===== src/rtl/branch_predictor.sv =====
// branch_predictor
//   Fetch-stage branch direction predictor built on a table of 2-bit
//   saturating counters (BHT) indexed by pc[INDEX_BITS+1:2].
//   After reset the table is walked once, one entry per cycle, and every
//   entry is loaded with weakly-not-taken. Requests and updates are ignored
//   until that walk completes.
//
//   Optional feature: define BP_STATS_EN to add branch / mispredict counters.
//
// Ports
//   i_clk, i_rst_n      clock, synchronous active-low reset
//   o_ready             table initialised, requests accepted
//   i_pred_req/pc       prediction request from fetch
//   o_pred_valid/taken  prediction result, one cycle after the request
//   i_upd_valid/pc      resolved conditional branch from execute
//   i_upd_taken         actual outcome
//   i_upd_pred          prediction that travelled with the branch
//   o_mispredict        one-cycle pulse when outcome differed from prediction
//   o_branch_count      (BP_STATS_EN) accepted updates
//   o_mispredict_count  (BP_STATS_EN) mispredict pulses
module branch_predictor #(
    parameter int unsigned INDEX_BITS = 6,
    parameter int unsigned ADDR_WIDTH = 32
) (
    input  logic                  i_clk,
    input  logic                  i_rst_n,
    output logic                  o_ready,
    input  logic                  i_pred_req,
    input  logic [ADDR_WIDTH-1:0] i_pred_pc,
    output logic                  o_pred_valid,
    output logic                  o_pred_taken,
    input  logic                  i_upd_valid,
    input  logic [ADDR_WIDTH-1:0] i_upd_pc,
    input  logic                  i_upd_taken,
    input  logic                  i_upd_pred,
    output logic                  o_mispredict
`ifdef BP_STATS_EN
    ,
    output logic [31:0]           o_branch_count,
    output logic [31:0]           o_mispredict_count
`endif
);

    localparam int unsigned ENTRIES = 1 << INDEX_BITS;

    localparam logic [0:0] ST_INIT = 1'b0;
    localparam logic [0:0] ST_RUN  = 1'b1;

    logic [0:0]            state;
    logic [INDEX_BITS-1:0] init_idx;
    logic [1:0]            bht [ENTRIES];

    logic [INDEX_BITS-1:0] pred_idx;
    logic [INDEX_BITS-1:0] upd_idx;
    logic [1:0]            upd_cnt;
    logic [1:0]            upd_next;
    logic                  run;
    logic                  upd_fire;
    logic                  pred_fire;
    logic                  pred_bit;
    logic                  unused_pc_bits;

    always_comb begin
        run       = (state == ST_RUN);
        pred_idx  = i_pred_pc[INDEX_BITS+1:2];
        upd_idx   = i_upd_pc[INDEX_BITS+1:2];
        upd_fire  = run && i_upd_valid;
        pred_fire = run && i_pred_req;
        upd_cnt   = bht[upd_idx];
        upd_next  = upd_cnt;
        if (i_upd_taken) begin
            if (upd_cnt != 2'b11) upd_next = upd_cnt + 2'd1;
        end else begin
            if (upd_cnt != 2'b00) upd_next = upd_cnt - 2'd1;
        end
        // Write-first: a same-cycle update to the predicted entry is visible
        // to the prediction.
        if (upd_fire && (upd_idx == pred_idx))
            pred_bit = upd_next[1];
        else
            pred_bit = bht[pred_idx][1];
        o_ready = run;
    end

    // Only the index bits of the PCs select an entry; there is no tag.
    assign unused_pc_bits = ^{i_pred_pc[ADDR_WIDTH-1:INDEX_BITS+2], i_pred_pc[1:0],
                              i_upd_pc[ADDR_WIDTH-1:INDEX_BITS+2], i_upd_pc[1:0]};

    // Table has no reset of its own: the INIT walk reloads every entry.
    always_ff @(posedge i_clk) begin
        if (!run)
            bht[init_idx] <= 2'b01;
        else if (upd_fire)
            bht[upd_idx] <= upd_next;
    end

    always_ff @(posedge i_clk) begin
        if (!i_rst_n) begin
            state        <= ST_INIT;
            init_idx     <= '0;
            o_pred_valid <= 1'b0;
            o_pred_taken <= 1'b0;
            o_mispredict <= 1'b0;
        end else begin
            if (state == ST_INIT) begin
                init_idx <= init_idx + INDEX_BITS'(1);
                if (init_idx == '1)
                    state <= ST_RUN;
            end
            o_pred_valid <= pred_fire;
            if (pred_fire)
                o_pred_taken <= pred_bit;
            o_mispredict <= upd_fire && (i_upd_taken != i_upd_pred);
        end
    end

`ifdef BP_STATS_EN
    always_ff @(posedge i_clk) begin
        if (!i_rst_n) begin
            o_branch_count     <= '0;
            o_mispredict_count <= '0;
        end else begin
            if (upd_fire)
                o_branch_count <= o_branch_count + 32'd1;
            if (upd_fire && (i_upd_taken != i_upd_pred))
                o_mispredict_count <= o_mispredict_count + 32'd1;
        end
    end
`endif

endmodule


===== config.mk =====
export PLATFORM = sky130hd
export DESIGN_NAME = branch_predictor
export DESIGN_NICKNAME = d
export VERILOG_FILES = /design/src/rtl/branch_predictor.sv
export SDC_FILE = /design/constraint.sdc
export NUM_CORES = 1
export LEC_CHECK = 0
export ABC_AREA = 1
export CORE_MARGIN = 2
export CORE_UTILIZATION = 40
export DETAILED_ROUTE_END_ITERATION = 16
export DONT_BUFFER_PORTS = 1
export PLACE_DENSITY = 0.56
export SLEW_MARGIN = 10
export SYNTH_ARGS = -nofsm -noshare
export SYNTH_HDL_FRONTEND = slang
export SYNTH_SLANG_ARGS = --single-unit

===== constraint.sdc =====
create_clock -name i_clk -period 5.1 [get_ports i_clk]
set_input_delay 0.51 -clock i_clk [delete_from_list [all_inputs] [get_ports i_clk]]
set_output_delay 0.51 -clock i_clk [all_outputs]
set_load 0.05 [all_outputs]

==> impl.org <==
** Synthesis
- Xor/xnor share of the synthesized area :: 0.388%
- The synthesized netlist devotes 1.97% of its cell area to compound gates.
- After Yosys synthesis, full adders, half adders and majority gates account for 0.185% of the synthesized area.
- Top cells by area in the synthesized netlist :: sky130_fd_sc_hd__edfxtp_1, sky130_fd_sc_hd__nand2_1, sky130_fd_sc_hd__nand3_1, sky130_fd_sc_hd__nor2_1, sky130_fd_sc_hd__dfxtp_1
- Netlist area before placement :: 6780 um^2
- Share of the synthesized area in the top cell type :: 56.7%
- Yosys printed 0 warnings.
- Synth Flop Type :: sky130_fd_sc_hd__edfxtp_1
- By area, the combinational part of the netlist is dominated by simple AND/OR/NAND/NOR gates.
- Async set-or-reset flop fraction in the synthesized netlist :: 0%
- After technology mapping, the gate count stands at 754.
- Post-synthesis mux area share :: 0%
- Number of distinct standard cells referenced by the synthesized netlist :: 29
- Mean Syn Cell Area :: 8.99 um^2
- Seq cells post-synth :: 138
- The biggest area contributor in the post-synthesis netlist is sky130_fd_sc_hd__edfxtp_1.
- Portion of the post-synthesis area used by sequential elements :: 59.7%
- Counting flops with a built-in enable in the synthesized netlist gives 128.
- The number of nets handed over by synthesis was 825.
- Simple-gate share of the synthesized area :: 32.8%

** Pwr
- Cell internal power was estimated by the tool at 0.00203 W.
- Leakage dissipation :: 2.81 nW
- Sequential share of power :: 46.9%
- Pwr per Cell Area :: 350 nW/um^2
- Net switching is 22.2% of the power.
- Share of total power in combinational logic :: 5.9%
- Net switching power :: 0.000581 W
- IR analysis of the VDD net gives a maximum drop of 288 uV.
- Share of total power in the clock network :: 47.1%

** Clock network
- Clock latency on the worst-skew pair, taken at its later pin, is 0.43 ns.
- Clock transition at the registers of the reported paths :: 0.06 ns
- Clock Path Buffers :: 2
- Counting every sink on the clock net gives 138.
- For this design, the CTS-stage hold fixing added 0 buffers.
- TritonCTS built the clock tree.
- The H-tree was split into 4 levels.
- Buffer cell driving the clock tree root :: sky130_fd_sc_hd__clkbuf_16
- Buffers inserted during clock tree synthesis total 17.
- Setup repair bufs after CTS :: 0
- Post-cts gate resize count :: 0

** Cells and area
- Commonest cells after routing, fill and taps aside :: sky130_fd_sc_hd__nand2_1, sky130_fd_sc_hd__nand3_1, sky130_fd_sc_hd__edfxtp_1
- Area used by multi-input combinational logic :: 2420 um^2
- Counting the fill cells in the layout gives 1620.
- Cells with a size suffix above 1 make up 5.60% of the layout.
- Commonest non-fill, non-tap cell in the layout :: sky130_fd_sc_hd__nand2_1
- Registers take 4040 um^2.
- Area added between synthesis and finish :: 10.0%
- The count of cells in the finished layout, fillers not included, comes to 970.
- Net total in the final layout :: 809
- 0 antenna diodes ended up in the layout.

** Timing
- The clock arrives with 0.00934 ns of skew.
- For the final routed database, the setup TNS stands at 0 ns.
- The worst path needs 3.18 ns of the cycle, external delays included.
- In the finished design, the share of the clock period the worst path needs comes to 62.4%.
- Final hold violation count :: 0
- The worst pin sits at a relative slew slack of 38.9%.
- Setup violations remaining at the end of the flow were counted as 0.
- Setup repair after global routing left no endpoint under its margin.
- Max-slew violation total from the final report :: 0
- Static timing analysis puts the maximum clock frequency at 0.314 GHz.
- For the pin with the worst max-slew slack, the measured transition is 0.915 ns.

** Critical path
- Chain of cells forming the critical path :: nand2_2, o21ai_1, nand4_1, nor2_1
- Crit-path leading delay family :: simple AND/OR/NAND/NOR gates
- By startpoint and endpoint, the worst setup path is classified as flop to flop.
- On the worst path, the slowest cell contributes a delay of 0.80 ns.
- Worst path required time :: 5.20 ns
- In this run the number of cells on the critical path is 4.
- Worst setup path startpoint :: o_ready$_SDFF_PN0_
- Among all stages on the critical path, the largest delay is contributed by sky130_fd_sc_hd__dfxtp_1.
- CP Launch Type :: flop
- R2R Setup Slk :: 1.92 ns
- Reg2reg start :: o_ready$_SDFF_PN0_
- Of all nets on the critical path, the largest fanout is 16.
- Count of buffering cells on the critical path with inverters included :: 0
- CP endpoint :: bht[3][0]$_DFFE_PP_
- Sort of element at the end of the critical path :: flop
- Data arrives at the worst endpoint at 3.28 ns.
- Path depth of the worst reg2reg path :: 4
- The endpoint identified for the worst register-to-register timing path is bht[3][0]$_DFFE_PP_.

** Placement
- Input/output buffers :: 0
- DP Wirelength :: 11.7 mm
- Cell count after placement :: 939
- Routability-driven placement finished with a final weighted congestion of 0.920.

** Detailed routing
- Initial DRT Pass Iterations :: 6
- The count of nets left with antenna violations once routing finished came out at 0.
- Via count :: 5466
- The routed design has 19.4 mm of wire.
- DRC Markers :: 0
- Vias per inst :: 5.64
- In the final routed layout, each cell accounts on average for 20.0 um.
- DRC violation total after the first TritonRoute iteration :: 508

** Floorplan
- Floorplan die height :: 134 um
- The core region is 16600 um^2.
- Die area :: 18000 um^2
- # rows :: 47
- The initial utilization of the core area, before any placement, comes to 40.9%.
- Boundary Pins :: 74
- Die X-Extent :: 134 um

** Min path
- Min-delay worst type :: primary input to flop

** Global route
- In the global route stage, overall resource usage came out at 22.8%.
- Residual overflow from global routing :: 0
- Entering global routing, the biggest net connects 68 pins.
- The number of global-route vias before repair came to 5317.
- Initial antenna violation count :: 0
- The first global-routing pass estimated 30.2 mm of wire.

** Run status
- Result of the run :: finished clean

** Run
- Across the run, the number of max-cap violations was 0.
==> power by group through the flow <==
stage | Clock (W) | Sequential, W | Combinational, W
floorplan | 0 | 0.00125 | 0.000131
global placement | 0 | 0.00125 | 0.000151
detailed placement | 0 | 0.00125 | 0.000152
CTS | 0.00124 | 0.00123 | 0.000153
global route | 0.00130 | 0.00123 | 0.000172
finish | 0.00123 | 0.00123 | 0.000154
==> flip-flops by register name, summed over array words and instances (netlist names) <==
| signal | flops |
|---|---|
| o_ready | 1 |
| o_pred_taken | 1 |
| bht | 128 |
| init_idx | 6 |
| o_pred_valid | 1 |
| o_mispredict | 1 |
==> per-layer routing <==
layer  GRT usage, %  part of all wire (%)  routed length (um)
met5              0                     0                   0
met4           10.1                   2.9                 567
met3           6.95                   8.7                1690
met2           35.9                    47                9180
met1           29.1                    41                7930
==> synthesized netlist by cell type (7+ instances only) <==
| cell type | n |
|---|---|
| sky130_fd_sc_hd__nor3_1 | 7 |
| sky130_fd_sc_hd__dfxtp_1 | 10 |
| sky130_fd_sc_hd__edfxtp_1 | 128 |
| sky130_fd_sc_hd__nor2_1 | 65 |
| sky130_fd_sc_hd__nand2_1 | 256 |
| sky130_fd_sc_hd__buf_2 | 27 |
| sky130_fd_sc_hd__nor4_1 | 8 |
| sky130_fd_sc_hd__a21oi_1 | 8 |
| sky130_fd_sc_hd__nand3_1 | 176 |
| sky130_fd_sc_hd__inv_1 | 20 |
==> worst min-delay path by stage <==
stage                              from                       end  slack (ns)  depth (start not counted)
5_1_grt                         i_rst_n  init_idx[5]$_SDFFE_PN0N_        0.19                          2
3_3_place_gp   init_idx[4]$_SDFFE_PN0N_        o_ready$_SDFF_PN0_        0.48                          2
4_1_cts                         i_rst_n  init_idx[5]$_SDFFE_PN0N_        0.19                          2
6_report                        i_rst_n  init_idx[5]$_SDFFE_PN0N_        0.20                          2
2_1_floorplan  init_idx[5]$_SDFFE_PN0N_        o_ready$_SDFF_PN0_        0.46                          2
3_5_place_dp   init_idx[5]$_SDFFE_PN0N_        o_ready$_SDFF_PN0_        0.49                          2
==> per-stage QoR <==
stage	util [%]	total power [W]	setup slack [ns]	instance area (um^2)	hold WS (ns)
after floorplan	-	0.00138	0.430	6780	0.457
after CTS	45.0	0.00262	1.96	7460	0.191
final	45.0	0.00261	1.92	7460	0.201
after detailed placement	41.5	0.00140	1.56	6880	0.487
after global routing	45.0	0.00270	1.70	7460	0.185
after global placement	41.5	0.00140	1.60	6880	0.479
==> logic make-up (layout without fill, tap and decap cells) <==
family | after synthesis | after routing
and+or+nand+nor | 520 | 520
xor gates and xnor gates | 3 | 3
adders and majority gates | 1 | 1
DFF | 138 | 138
buffers and inverters | 68 | 64
AOI/OAI and AO/OA | 24 | 24
==> cell type report <==
cell class / count / area share [%]
Tap cell: 220 / 3.69
Clock buffer: 19 / 5.80
Clock inverter: 12 / 2.00
Multi-Input combinational cell: 548 / 32.4
Timing Repair Buffer: 5 / 0.503
Inverter: 28 / 1.41
Sequential cell: 138 / 54.2
(Power assumes the default switching activity.)
